### config.mk
export PLATFORM = sky130hd
export DESIGN_NAME = mem_controller_v3
export DESIGN_NICKNAME = d
export VERILOG_FILES = /design/src/rtl/remem_pkg.sv /design/src/rtl/remem_decode.sv /design/src/rtl/mem_controller_v3.sv
export SDC_FILE = /design/constraint.sdc
export NUM_CORES = 1
export LEC_CHECK = 0
export ABC_AREA = 1
export CAP_MARGIN = 10
export CORE_MARGIN = 4
export CORE_UTILIZATION = 51
export CTS_BUF_LIST = sky130_fd_sc_hd__clkbuf_8
export CTS_CLUSTER_SIZE = 20
export DETAILED_ROUTE_END_ITERATION = 16
export PLACE_DENSITY_LB_ADDON = 0.2
export SLEW_MARGIN = 20
export SYNTH_ARGS = -nofsm -noshare
export SYNTH_HDL_FRONTEND = slang
export SYNTH_SLANG_ARGS = --single-unit
### constraint.sdc
create_clock -name clk -period 4.3 [get_ports clk]
set_clock_uncertainty 0.2 [all_clocks]
set_input_delay 1.29 -clock clk [delete_from_list [all_inputs] [get_ports clk]]
set_output_delay 1.29 -clock clk [all_outputs]
set_load 0.02 [all_outputs]
### src/rtl/remem_pkg.sv
// -----------------------------------------------------------------------------
// remem_pkg
// Shared definitions for the memristor-array sequencer (mem_controller_v3)
// and its instruction decoder (remem_decode): opcode / sub-op / function
// codes, the controller state type and a one-hot row helper.
//
// Optional build macro: MEM_WRITE_VERIFY_EN adds the WR_VERIFY state.
// -----------------------------------------------------------------------------
package remem_pkg;

    localparam logic [2:0] OP_RTYPE = 3'b000;
    localparam logic [2:0] OP_REMEM = 3'b001;
    localparam logic [2:0] OP_RLOAD = 3'b011;
    localparam logic [2:0] OP_LW    = 3'b100;
    localparam logic [2:0] OP_SW    = 3'b101;
    localparam logic [2:0] OP_BEQ   = 3'b110;

    localparam logic [1:0] SUB_LOGIC = 2'b00;
    localparam logic [1:0] SUB_WRITE = 2'b01;

    localparam logic [1:0] FN_OR  = 2'b00;
    localparam logic [1:0] FN_AND = 2'b01;
    localparam logic [1:0] FN_XOR = 2'b10;

    localparam logic [15:0] NOP_INSTR = 16'hFFFF;

    typedef enum logic [2:0] {
        ST_IDLE     = 3'd0,
        ST_HOLD     = 3'd1,
        ST_WR_RESET = 3'd2,
        ST_WR_SET   = 3'd3
`ifdef MEM_WRITE_VERIFY_EN
        ,
        ST_WR_VERIFY = 3'd4
`endif
    } state_e;

    function automatic logic [7:0] onehot8(input logic [2:0] idx);
        logic [7:0] r;
        r      = 8'h00;
        r[idx] = 1'b1;
        return r;
    endfunction

endpackage

### src/rtl/remem_decode.sv
// -----------------------------------------------------------------------------
// remem_decode
// Combinational decode of the E-stage instruction into in-memory op classes.
//
// Ports:
//   instruction  in  16  E-stage instruction (0xFFFF = bubble)
//   is_load      out 1   RLOAD  (op 011)
//   is_logic     out 1   RLOGIC (op 001, [6:5]=00)
//   is_write     out 1   RWRITE (op 001, [6:5]=01)
//   row_a        out 3   RLOGIC row A ([12:10]), else the single row ([2:0])
//   row_b        out 3   RLOGIC row B ([9:7])
//   fn           out 2   combine function; code 11 folds to OR
// -----------------------------------------------------------------------------
module remem_decode
    import remem_pkg::*;
(
    input  logic [15:0] instruction,
    output logic        is_load,
    output logic        is_logic,
    output logic        is_write,
    output logic [2:0]  row_a,
    output logic [2:0]  row_b,
    output logic [1:0]  fn
);

    logic [2:0] opcode;
    logic [1:0] sub;

    always_comb begin
        opcode   = instruction[15:13];
        sub      = instruction[6:5];
        is_load  = (opcode == OP_RLOAD);
        is_logic = (opcode == OP_REMEM) && (sub == SUB_LOGIC);
        is_write = (opcode == OP_REMEM) && (sub == SUB_WRITE);
        row_a    = is_logic ? instruction[12:10] : instruction[2:0];
        row_b    = instruction[9:7];
        fn       = (instruction[4:3] == 2'b11) ? FN_OR : instruction[4:3];
    end

endmodule

### src/rtl/mem_controller_v3.sv
// -----------------------------------------------------------------------------
// mem_controller_v3
// Sequencer between the CPU Execute stage and the 8x8 memristor array.
// Accepts RLOAD / RLOGIC / RWRITE from IDLE, drives registered row selects,
// column enables, write data and gate-mode strobes, and requests a stall
// while busy or during multi-phase writes.
//
// Ports:
//   clk, rst_n (async, active-low)
//   instruction[15:0], in_data[7:0], in_buffer_data[7:0]    inputs
//   out_data_sel_1/2[7:0], control[7:0], word[7:0]           registered
//   read_or_gate, and_gate, xor_gate                         registered
//   STALL                                                    combinational
//
// Optional build macro: MEM_WRITE_VERIFY_EN (read-back verify with retries;
// otherwise in_buffer_data and MAX_RETRY are unused).
// -----------------------------------------------------------------------------
module mem_controller_v3
    import remem_pkg::*;
#(
    parameter int HOLD_CYCLES = 2,
    parameter int WRITE_PULSE = 1,
    parameter int MAX_RETRY   = 3
) (
    input  logic        clk,
    input  logic        rst_n,
    input  logic [15:0] instruction,
    input  logic [7:0]  in_data,
    input  logic [7:0]  in_buffer_data,
    output logic [7:0]  out_data_sel_1,
    output logic [7:0]  out_data_sel_2,
    output logic [7:0]  control,
    output logic [7:0]  word,
    output logic        read_or_gate,
    output logic        and_gate,
    output logic        xor_gate,
    output logic        STALL
);

    localparam int CNT_MAX = (HOLD_CYCLES > WRITE_PULSE) ? HOLD_CYCLES : WRITE_PULSE;
    localparam int CNT_W   = (CNT_MAX > 1) ? $clog2(CNT_MAX) : 1;
    // Counters load N-1 and count down to 0, giving N cycles per phase.
    localparam logic [CNT_W-1:0] HOLD_LOAD  = CNT_W'(HOLD_CYCLES - 1);
    localparam logic [CNT_W-1:0] PULSE_LOAD = CNT_W'(WRITE_PULSE - 1);

    logic       dec_load, dec_logic, dec_write, dec_op;
    logic [2:0] dec_row_a, dec_row_b;
    logic [1:0] dec_fn;

    remem_decode u_decode (
        .instruction (instruction),
        .is_load     (dec_load),
        .is_logic    (dec_logic),
        .is_write    (dec_write),
        .row_a       (dec_row_a),
        .row_b       (dec_row_b),
        .fn          (dec_fn)
    );

    assign dec_op = dec_load | dec_logic | dec_write;

    state_e           state_q, state_d;
    logic [CNT_W-1:0] cnt_q, cnt_d;
    logic [2:0]       row_a_q, row_a_d, row_b_q, row_b_d;
    logic [1:0]       fn_q, fn_d;
    logic             is_logic_q, is_logic_d;
    logic [7:0]       data_q, data_d;
    logic [7:0]       sel1_d, sel2_d, ctl_d, word_d;
    logic             ro_d, and_d, xor_d;

`ifdef MEM_WRITE_VERIFY_EN
    localparam int RETRY_W = (MAX_RETRY > 0) ? $clog2(MAX_RETRY + 1) : 1;
    logic [RETRY_W-1:0] retry_q, retry_d;
`else
    // Verify path compiled out: read-back bus and retry limit intentionally unused.
    logic unused_verify;
    assign unused_verify = ^{in_buffer_data, 32'(MAX_RETRY)};
`endif

    // Busy states block new ops; writes stall even on their own accept cycle.
    assign STALL = (state_q == ST_IDLE) ? dec_write
                                        : (dec_op || (state_q != ST_HOLD));

    always_comb begin
        state_d    = state_q;
        cnt_d      = cnt_q;
        row_a_d    = row_a_q;
        row_b_d    = row_b_q;
        fn_d       = fn_q;
        is_logic_d = is_logic_q;
        data_d     = data_q;
`ifdef MEM_WRITE_VERIFY_EN
        retry_d    = retry_q;
`endif
        case (state_q)
            ST_IDLE: begin
                if (dec_op) begin
                    row_a_d    = dec_row_a;
                    row_b_d    = dec_row_b;
                    fn_d       = dec_fn;
                    is_logic_d = dec_logic;
                    data_d     = in_data;
`ifdef MEM_WRITE_VERIFY_EN
                    retry_d    = '0;
`endif
                    if (dec_write) begin
                        state_d = ST_WR_RESET;
                        cnt_d   = PULSE_LOAD;
                    end else begin
                        state_d = ST_HOLD;
                        cnt_d   = HOLD_LOAD;
                    end
                end
            end
            ST_HOLD: begin
                if (cnt_q == '0) state_d = ST_IDLE;
                else             cnt_d   = cnt_q - 1'b1;
            end
            ST_WR_RESET: begin
                if (cnt_q == '0) begin
                    state_d = ST_WR_SET;
                    cnt_d   = PULSE_LOAD;
                end else begin
                    cnt_d = cnt_q - 1'b1;
                end
            end
            ST_WR_SET: begin
                if (cnt_q == '0) begin
`ifdef MEM_WRITE_VERIFY_EN
                    state_d = ST_WR_VERIFY;
`else
                    state_d = ST_IDLE;
`endif
                end else begin
                    cnt_d = cnt_q - 1'b1;
                end
            end
`ifdef MEM_WRITE_VERIFY_EN
            ST_WR_VERIFY: begin
                // Give up after MAX_RETRY rewrites even if the cell never reads back.
                if ((in_buffer_data == data_q) || (retry_q == RETRY_W'(MAX_RETRY))) begin
                    state_d = ST_IDLE;
                end else begin
                    state_d = ST_WR_RESET;
                    cnt_d   = PULSE_LOAD;
                    retry_d = retry_q + 1'b1;
                end
            end
`endif
            default: state_d = ST_IDLE;
        endcase

        // Outputs are a function of the state being entered, so they are
        // valid in the very cycle that state is occupied.
        sel1_d = 8'h00;
        sel2_d = 8'h00;
        ctl_d  = 8'h00;
        word_d = 8'h00;
        ro_d   = 1'b0;
        and_d  = 1'b0;
        xor_d  = 1'b0;
        case (state_d)
            ST_HOLD: begin
                sel1_d = onehot8(row_a_d);
                if (is_logic_d) begin
                    sel2_d = onehot8(row_b_d);
                    case (fn_d)
                        FN_AND:  and_d = 1'b1;
                        FN_XOR:  xor_d = 1'b1;
                        default: ro_d  = 1'b1;
                    endcase
                end else begin
                    ro_d = 1'b1;
                end
            end
            ST_WR_RESET: begin
                sel1_d = onehot8(row_a_d);
                ctl_d  = 8'hFF;
            end
            ST_WR_SET: begin
                sel1_d = onehot8(row_a_d);
                ctl_d  = data_d;
                word_d = data_d;
            end
`ifdef MEM_WRITE_VERIFY_EN
            ST_WR_VERIFY: begin
                sel1_d = onehot8(row_a_d);
                ro_d   = 1'b1;
            end
`endif
            default: ;
        endcase
    end

    always_ff @(posedge clk or negedge rst_n) begin
        if (!rst_n) begin
            state_q        <= ST_IDLE;
            cnt_q          <= '0;
            row_a_q        <= '0;
            row_b_q        <= '0;
            fn_q           <= '0;
            is_logic_q     <= 1'b0;
            data_q         <= '0;
            out_data_sel_1 <= '0;
            out_data_sel_2 <= '0;
            control        <= '0;
            word           <= '0;
            read_or_gate   <= 1'b0;
            and_gate       <= 1'b0;
            xor_gate       <= 1'b0;
`ifdef MEM_WRITE_VERIFY_EN
            retry_q        <= '0;
`endif
        end else begin
            state_q        <= state_d;
            cnt_q          <= cnt_d;
            row_a_q        <= row_a_d;
            row_b_q        <= row_b_d;
            fn_q           <= fn_d;
            is_logic_q     <= is_logic_d;
            data_q         <= data_d;
            out_data_sel_1 <= sel1_d;
            out_data_sel_2 <= sel2_d;
            control        <= ctl_d;
            word           <= word_d;
            read_or_gate   <= ro_d;
            and_gate       <= and_d;
            xor_gate       <= xor_d;
`ifdef MEM_WRITE_VERIFY_EN
            retry_q        <= retry_d;
`endif
        end
    end

endmodule

Word level (Yosys, flattened, before mapping)

Index checks and enable logic that the tools add are counted.

Flip-flop bits (word level): 56
Bits of input ports: 34
Output and inout port bits: 36
Logic and storage cells: 88

Add/subtract/negate cells: 1
Magnitude comparators: 4
Eq/ne operators: 14
Multiplexer cells: 40
Bitwise gates (word level): 2
Reductions and logical operators: 13

Operators by type and width:

| cell                                                                   | count |
|---|---|
| 8-bit two-way mux                                                      | 6 |
| 3-bit two-way mux                                                      | 8 |
| 1-bit two-way mux                                                      | 17 |
| 8-bit one-hot mux with 2 select lines                                  | 1 |
| 3-bit by 2-bit equality test with 1-bit output (second input constant) | 5 |
| 3-bit by 1-bit equality test with 1-bit output (second input constant) | 3 |
| 3-bit one-hot mux with 3 select lines                                  | 1 |
| 3-bit by 4-bit < comparator with 1-bit output (second input constant)  | 2 |
| 2-bit two-way mux                                                      | 4 |
| 1-bit demux with 3-bit select                                          | 2 |
| 3-bit by 1-bit >= comparator with 1-bit output (second input constant) | 2 |
| 3-bit OR reduction                                                     | 2 |
| 2-bit by 1-bit equality test with 1-bit output (second input constant) | 2 |
| 2-bit equality test (second input constant)                            | 2 |
| 1-bit logical AND                                                      | 4 |
| 2-bit OR reduction                                                     | 2 |
| 3-bit logical NOT                                                      | 1 |
| 3-bit by 1-bit != test with 1-bit output (second input constant)       | 1 |
| 2-bit logical NOT                                                      | 1 |
| 2-bit != test (second input constant)                                  | 1 |
| 1-bit OR                                                               | 2 |
| 1-bit one-hot mux with 2 select lines                                  | 1 |
| 2-bit AND reduction                                                    | 1 |
| 2-bit nonzero test                                                     | 1 |
| other kinds (2)                                                        | 2 |

Logic depth before layout (Yosys ltp)

Gate-level depths: netlist of run 1.

Depth after elaboration: 12
Mapped depth: 12
Gate-level depth less buffers: 11

Modules after synthesis

From an unflattened synthesis of run 1, not the netlist that was laid out.

Cells, all modules: 240
Area, all modules: 2309.7 sq um

By module, submodules not included:

| module            | times used | cells each | area each (sq um) | seq. area each (sq um) |
|---|---|---|---|---|
| mem_controller_v3 | 1          | 215        | 2183.3            | 1401.3 |
| remem_decode      | 1          | 25         | 126.4             | 0.0 |

Least setup slack after synthesis of run 1

Ideal clock, no wire load.

Path type: input-to-output
Start: input instruction[13]
End: output STALL
Data arrival time: 2069 ps
Required time: 2810 ps
Setup slack: 741 ps
Stages: 4
Buffers on the path: 0
Cells stage by stage: inv_1 -> nor2_4 -> nand2_1 -> o21ai_0

Longest elaborated chain between the ends: 6
Elaborated cells on any way between the ends: 8
Classes of those cells: eq/ne (2); mux (1); bitwise (2); reduce/logical (3)

RTL lines:

| what                                           | line                                   | RTL |
|---|---|---|
| start, declared                                | mem_controller_v3.sv:27                | `input logic [15:0] instruction,` |
| 3-bit by 1-bit equality test with 1-bit output | remem_decode.sv:33, remem_decode.sv:34 |  |
| 1-bit logical AND                              | remem_decode.sv:33                     | `is_logic = (opcode == OP_REMEM) && (sub == SUB_LOGIC);` |
| 1-bit OR (2 in series)                         | mem_controller_v3.sv:60                | `assign dec_op = dec_load \| dec_logic \| dec_write;` |
| 1-bit logical OR                               | mem_controller_v3.sv:82                | `: (dec_op \|\| (state_q != ST_HOLD));` |
| 1-bit two-way mux (*)                          | mem_controller_v3.sv:81                | `assign STALL = (state_q == ST_IDLE) ? dec_write` |
| end, declared                                  | mem_controller_v3.sv:37                | `output logic STALL` |

Every way passes the cells marked *; elsewhere a longest branch is shown, timed or not.

Worst setup path after layout of run 1

Start: input instruction[5]
End: output STALL

Longest elaborated chain between the ends: 6
Elaborated cells on any way between the ends: 8
Classes of those cells: eq/ne (1); mux (1); bitwise (2); reduce/logical (4)

RTL lines:

| what                   | line |
|---|---|
| 2-bit logical NOT      | remem_decode.sv:33 |
| 1-bit logical AND      | remem_decode.sv:33 |
| 1-bit OR (2 in series) | mem_controller_v3.sv:60 |
| 1-bit logical OR       | mem_controller_v3.sv:82 |
| 1-bit two-way mux (*)  | mem_controller_v3.sv:81 |

Marked as above.

==> flow_metrics.tcl, run 1 <==
set metrics [dict create \
    dr_total_vias 1836 \
    rsz0062_at_grt "no" \
    drt_iter0_drc 108 \
    pwr-share-comb_pct 29.6 \
    drt-total-wl_mm 4.71 \
    synth.area.mux_share_pct 0 \
    synthSimpleGateAreaFrac_pct 26.2 \
    avgSynthCellArea_um2 9.43 \
    yosys-top-cells-area "dfrtp_1 (57%), nand2_1 (7.2%), inv_1 (6.2%), nor2_1 (4.9%), nand2_2 (3.8%)" \
    dpl.hpwl_mm 3.55 \
    track_usage_pct 17.6 \
    cts_tree "done" \
    start_util_pct 54.2 \
    hold_ws_ns 0.308 \
    overflow 0 \
    worstSetupStartpointType "primary input" \
    io-pin-count 70 \
    drive_above_1_share_pct 17.3 \
    crit_path_end_kind "output port" \
    p_int_uw 958 \
    path_cells "clkdlybuf4s50_1 > inv_1 > nor2_1 > nand3_2 > nand2_1 > nor2_1 > o21ai_0 > dlygate4sd2_1" \
    synth_area_um2 2440 \
    synth_compound_area_share_pct 6.25 \
    critPathRequiredTime_ns 2.81 \
    ys.flop_type "dfrtp_1" \
    cts_sinks 56 \
    yosysTopAreaCell "dfrtp_1" \
    status "completed" \
    fp.coreArea_um2 4500 \
    die_height_um 77.2 \
    synth_seq_cells 56 \
    vdd.ir_drop.worst_v 0.000233 \
    rrSetupSlack_ns 2.22 \
    ys_async_sr_fraction_pct 100 \
    p_clk_share_pct 23.8 \
    drc 0 \
    finalHoldViolations 0 \
    ys_seq_area_share_pct 57.4 \
    seq_power_share_pct 46.7 \
    grt_pass1_vias 1848 \
    p_leak_uw 0.00163 \
    syn_to_final_growth_pct 33.4 \
    critPathSlowestCell "clkdlybuf4s50_1" \
    via_per_inst 4.74 \
    fp.dieW_um 77.2 \
    fin_area_um2 3260 \
    wl_per_cell_um 12.2 \
    antenna_found_initial 0 \
    crit_type "in2out" \
    post_cts_buffers 0 \
    clkLatencyLatePin_ns 0.31 \
    cts_root_buf "clkbuf_8" \
    fillers 365 \
    grt_pass1_wl_mm 8.26 \
    dr.pass1.iters 4 \
    crit_path_frequent_cell "nor2_1" \
    holdPathEnd "data_q[0]" \
    cts_made_buffers 5 \
    swShare_pct 32.8 \
    hold_path.class "reg2reg" \
    synth_cells 259 \
    rr_worst_depth 11 \
    setup_violations 0 \
    synth_fp_nets 295 \
    h-tree-depth 2 \
    synth_top_area_share_pct 57.4 \
    worstReg2RegEnd "read_or_gate" \
    power_density_nw_per_um2 438 \
    cap_violations 0 \
    path_clk_slew_ns 0.10 \
    dpl_cell_area_um2 3150 \
    io_buffers 61 \
    r2r_start "state_q[0]" \
    synth-xor-area-share_pct 0 \
    ant_nets 0 \
    synth_edf_count 0 \
    fin_nets 370 \
    grt_max_degree 36 \
    critical_path.max_fanout 3 \
    p_switching_uw 467 \
    hold_start "data_q[0]" \
    synth_cell_type_count 23 \
    dieArea_um2 5960 \
    fin_crit_sh_pct 96.6 \
    period_needed_ns 4.15 \
    gp_congestion 0.779 \
    tightest_slew_ns 0.721 \
    cts.path.max_buffers 2 \
    slowest_delay_ns 0.50 \
    crit_start "instruction[5]" \
    synth_top_family_by_area "simple AND/OR/NAND/NOR gates" \
    antenna_cells 0 \
    num_rows 24 \
    netlist_top_cells_count "dfrtp_1 (56), nand2_1 (47), inv_1 (40), nor2_1 (32), nand2_2 (15)" \
    fmax_mhz 241 \
    holdPathStages 2 \
    yosysMostFrequentCell "dfrtp_1" \
    slew_headroom_pct 52.0 \
    yosys_warnings 0 \
    cp.arrival_ns 2.66 \
    synth_fa_ha_area_share_pct 1.03 \
    report.final.slew_viol_count 0 \
]
[registers in the layout (all words and copies together), names as in the netlist]
register	cells
fn_q	2
out_data_sel_1	8
is_logic_q	1
state_q	3
control	8
and_gate	1
cnt_q	1
row_a_q	3
read_or_gate	1
data_q	8
out_data_sel_2	8
xor_gate	1
row_b_q	3
word	8
[power by group through the flow]
stage               Sequential, uW  Clock (uW)  Combinational [uW]
CTS                            665         348                 426
finish                         665         339                 422
global route                   678         368                 478
floorplan                      695           0                 262
detailed placement             675           0                 425
global placement               669           0                 411
[logic make-up (layout without fill, tap and decap cells)]
kind of cell / after synthesis / in the layout
buffers and inverters: 49 / 125
DFF: 56 / 56
other: 1 / 1
and+or+nand+nor: 125 / 125
adders and majority gates: 2 / 2
AOI/OAI and AO/OA: 26 / 26
[layout make-up]
cell class	count	area [um^2]	share of cell area, %
clock buffer	5	68.8	2.11
clock inverter	3	42.5	1.31
inverter	45	169	5.19
multi-input combinational	154	822	25.2
sequential	56	1400	43.0
tap	52	65.1	2.00
timing repair buffer	72	687	21.1
[how the worst max path moves through the flow]
| stage | cells past startpoint | slack, ns | end |
|---|---|---|---|
| finish | 8 | 0.15 | STALL |
| global route | 8 | 0.03 | STALL |
| CTS | 8 | 0.13 | STALL |
| detailed placement | 8 | -0.15 | STALL |
| global placement | 8 | -0.13 | STALL |
| floorplan | 4 | 0.74 | STALL |
[metal layers]
| layer | part of all wire (%) | track usage (%) | wire (um) | vias up |
|---|---|---|---|---|
| li1 | - | - | - | 944 |
| met1 | 42 | 20.3 | 2000 | 845 |
| met2 | 51 | 30.6 | 2390 | 40 |
| met3 | 5.1 | 5.62 | 242 | 7 |
| met4 | 1.6 | 6.05 | 74 | 0 |
| met5 | 0 | 0 | 0 | - |
[stage by stage]
step | setup WS [ns] | TNS [ns] | cells | total power (uW) | util (%)
after floorplan | 0.741 | 0 | 259 | 957 | -
after global placement | -0.130 | -0.130 | 379 | 1080 | 69.8
after detailed placement | -0.150 | -0.150 | 379 | 1100 | 69.8
after CTS | 0.125 | 0 | 387 | 1440 | 72.3
after global routing | 0.0292 | 0 | 387 | 1520 | 72.3
final | 0.146 | 0 | 387 | 1430 | 72.3
[layout by cell type (no fill, tap or decap), types with 2 or more instances in the layout]
cell type        netlist  routed
ha_1                   2       2
dfrtp_1               56      56
inv_2                  5       5
nand2_2               15      15
nand4_1                6       6
clkbuf_8               0       5
buf_4                  0      11
nor2_1                32      32
o21ai_2                4       4
nand3_1               10      10
o21ai_0               12      12
clkdlybuf4s50_1        0      59
nand3_2                8       8
nand2_1               47      47
o21ai_1                9       9
inv_1                 40      41
nor2_8                 2       2
[worst max-delay path: cells and delay by family]
| kind | cells | cell delay [ns] |
|---|---|---|
| compound gates | 1 | 0.07 |
| buf+inv | 3 | 0.92 |
| simple gates | 4 | 0.38 |
[what timing repair did]
item / in CTS / in global routing
setup endpoints to repair: 1 / 0
hold buffers: 0 / 0
resized for setup: 1 / 0
endpoints found under the hold margin: 0 / 0
Note: power is estimated with default switching activity, not from simulation.
==> inputs of run 2 (changes only) <==
--- a/config.mk
+++ b/config.mk
@@ -8,7 +8,7 @@
 export ABC_AREA = 1
 export CAP_MARGIN = 10
 export CORE_MARGIN = 4
-export CORE_UTILIZATION = 51
+export CORE_UTILIZATION = 49
 export CTS_BUF_LIST = sky130_fd_sc_hd__clkbuf_8
 export CTS_CLUSTER_SIZE = 20
 export DETAILED_ROUTE_END_ITERATION = 16
==> constraint.sdc (replaced) <==
create_clock -name clk -period 4.7 [get_ports clk]
set_clock_uncertainty 0.2 [all_clocks]
set_input_delay 1.41 -clock clk [delete_from_list [all_inputs] [get_ports clk]]
set_output_delay 1.41 -clock clk [all_outputs]
set_load 0.02 [all_outputs]
==> run 2 against run 1 <==
  * Global-route usage down 1.7 points
  * Hold slack better by 0.0029 ns
  * Power down 9.3%
  * Critical path type unchanged
  * Highest routed layer unchanged
==> flow_metrics.tcl, run 2 (synthesis results as in run 1) <==
set metrics [dict create \
    status "completed" \
    crit_start "instruction[5]" \
    rsz0062_at_grt "no" \
    rr_worst_depth 10 \
    critPathRequiredTime_ns 3.09 \
    drt-total-wl_mm 4.43 \
    overflow 0 \
    syn_to_final_growth_pct 32.1 \
    holdPathStages 2 \
    r2r_start "state_q[0]" \
    start_util_pct 51.0 \
    fp.dieW_um 78.6 \
    tns_ns 0 \
    seqCellArea_um2 1400 \
    crit_path_end_kind "output port" \
    grt_pass1_vias 1701 \
    final_cell_mix "clkdlybuf4s50_1 (59), dfrtp_1 (56), nand2_1 (47), inv_1 (40), nor2_1 (32)" \
    instances_no_fill 395 \
    clkLatencyLatePin_ns 0.30 \
    fin_crit_sh_pct 91.0 \
    crit_type "in2out" \
    fin_nets 363 \
    grt_pass1_wl_mm 7.67 \
    track_usage_pct 15.8 \
    p_leak_uw 0.00160 \
    antenna_found_initial 0 \
    fp.coreArea_um2 4790 \
    drive_above_1_share_pct 15.9 \
    cts_root_buf "clkbuf_8" \
    cts_tree "done" \
    path_clk_slew_ns 0.09 \
    critical_path.max_fanout 3 \
    worstReg2RegEnd "read_or_gate" \
    cts_sinks 56 \
    h-tree-depth 2 \
    io_buffers 61 \
    io-pin-count 70 \
    die_height_um 78.6 \
    finalHoldViolations 0 \
    gp_congestion 0.785 \
    cap_violations 0 \
    report.final.slew_viol_count 0 \
    dpl.hpwl_mm 3.36 \
    hold_path.class "reg2reg" \
    multiInputGateArea_um2 822 \
    post_cts_buffers 0 \
    power_density_nw_per_um2 401 \
    dr_total_vias 1768 \
    setup_violations 0 \
    fillers 390 \
    place_inst 387 \
    dr.pass1.iters 4 \
    cts_hold_repair.buffers 0 \
    holdPathEnd "data_q[1]" \
    tightest_slew_ns 0.678 \
    report.power.total_uw 1290 \
    antenna_cells 0 \
    slew_headroom_pct 54.8 \
    hold_start "data_q[1]" \
    via_per_inst 4.48 \
    num_rows 25 \
    wl_per_cell_um 11.2 \
    grt_max_degree 35 \
    drt_iter0_drc 81 \
    fmax_mhz 234 \
    rrSetupSlack_ns 2.39 \
    dieArea_um2 6170 \
    layout_commonest_cell "clkdlybuf4s50_1" \
    vdd.ir_drop.worst_v 0.000343 \
    cts.path.max_buffers 2 \
    cp.arrival_ns 2.67 \
    drc 0 \
    ant_nets 0 \
    period_needed_ns 4.28 \
    cts_made_buffers 5 \
    worstSetupStartpointType "primary input" \
]
run 2: cell count changes in the layout (fill, tap and decap cells not counted), sizes merged:
cell          change
clkinv            +1
inv               -2
clkinvlp          +1
buf               -7
dlymetal6s2s      +1
dlygate4sd2       -1
run 2: how the worst max path moves through the flow:
stage	slack, ns	cells past startpoint	endpoint
2_1_floorplan	0.90	4	STALL
3_3_place_gp	0.03	8	STALL
3_5_place_dp	0.02	8	STALL
4_1_cts	0.01	8	STALL
5_1_grt	0.30	6	STALL
6_report	0.42	8	STALL
run 2: area by class of cell:
| class | instances | share of cell area [%] |
|---|---|---|
| repair buffers | 65 | 19.8 |
| flip-flops and latches | 56 | 43.4 |
| well taps | 67 | 2.60 |
| inverters | 45 | 5.24 |
| clock inverters | 3 | 1.32 |
| multi-input cells | 154 | 25.5 |
| clock buffers | 5 | 2.13 |
run 2: per-stage QoR:
step                worst slack [ns]  utilization (%)  hold WS (ns)  cell area, um^2
detailed placement            0.0157             65.0         0.285             3110
global route                   0.303             67.4         0.337             3230
finish                         0.421             67.4         0.311             3230
CTS                           0.0118             67.3         0.310             3220
global placement              0.0335             65.0         0.285             3110
floorplan                      0.901                -         0.261             2440
run 2: metal layers:
layer  vias to the layer above  global-route usage, %  share of wire (%)  wire (um)
met5                         -                      0                  0          0
li1                        929                      -                  -          -
met4                         0                   4.20                1.2         51
met1                       791                   19.7                 43       1910
met3                         5                   6.65                8.0        355
met2                        43                   25.5                 48       2110
run 2: worst max-delay path: stages:
cell and delay (ns):
clkdlybuf4s50_1 0.52, inv_1 0.07, nor2_1 0.15, nand3_2 0.10, nand2_1 0.08, nor2_1 0.04, o21ai_0 0.06, dlymetal6s2s_1 0.24
run 2: timing repair:
action,4_1_cts,5_1_grt
resized for setup,0,1
setup endpoints to repair,0,1
endpoints found under the hold margin,0,0
run 2: report_power, final:
part           switching, uW  total (uW)  internal [uW]
registers               34.2         605            571
logic                    239         382            143
clock network            148         306            158
total                    421        1290            872
==> inputs of run 3 (changes only) <==
--- a/config.mk
+++ b/config.mk
@@ -13,7 +13,6 @@
 export CTS_CLUSTER_SIZE = 20
 export DETAILED_ROUTE_END_ITERATION = 16
 export PLACE_DENSITY_LB_ADDON = 0.2
-export SLEW_MARGIN = 20
 export SYNTH_ARGS = -nofsm -noshare
 export SYNTH_HDL_FRONTEND = slang
 export SYNTH_SLANG_ARGS = --single-unit
==> results of run 3 <==
No change in the layout: final DEF, timing and power equal those of run 2.
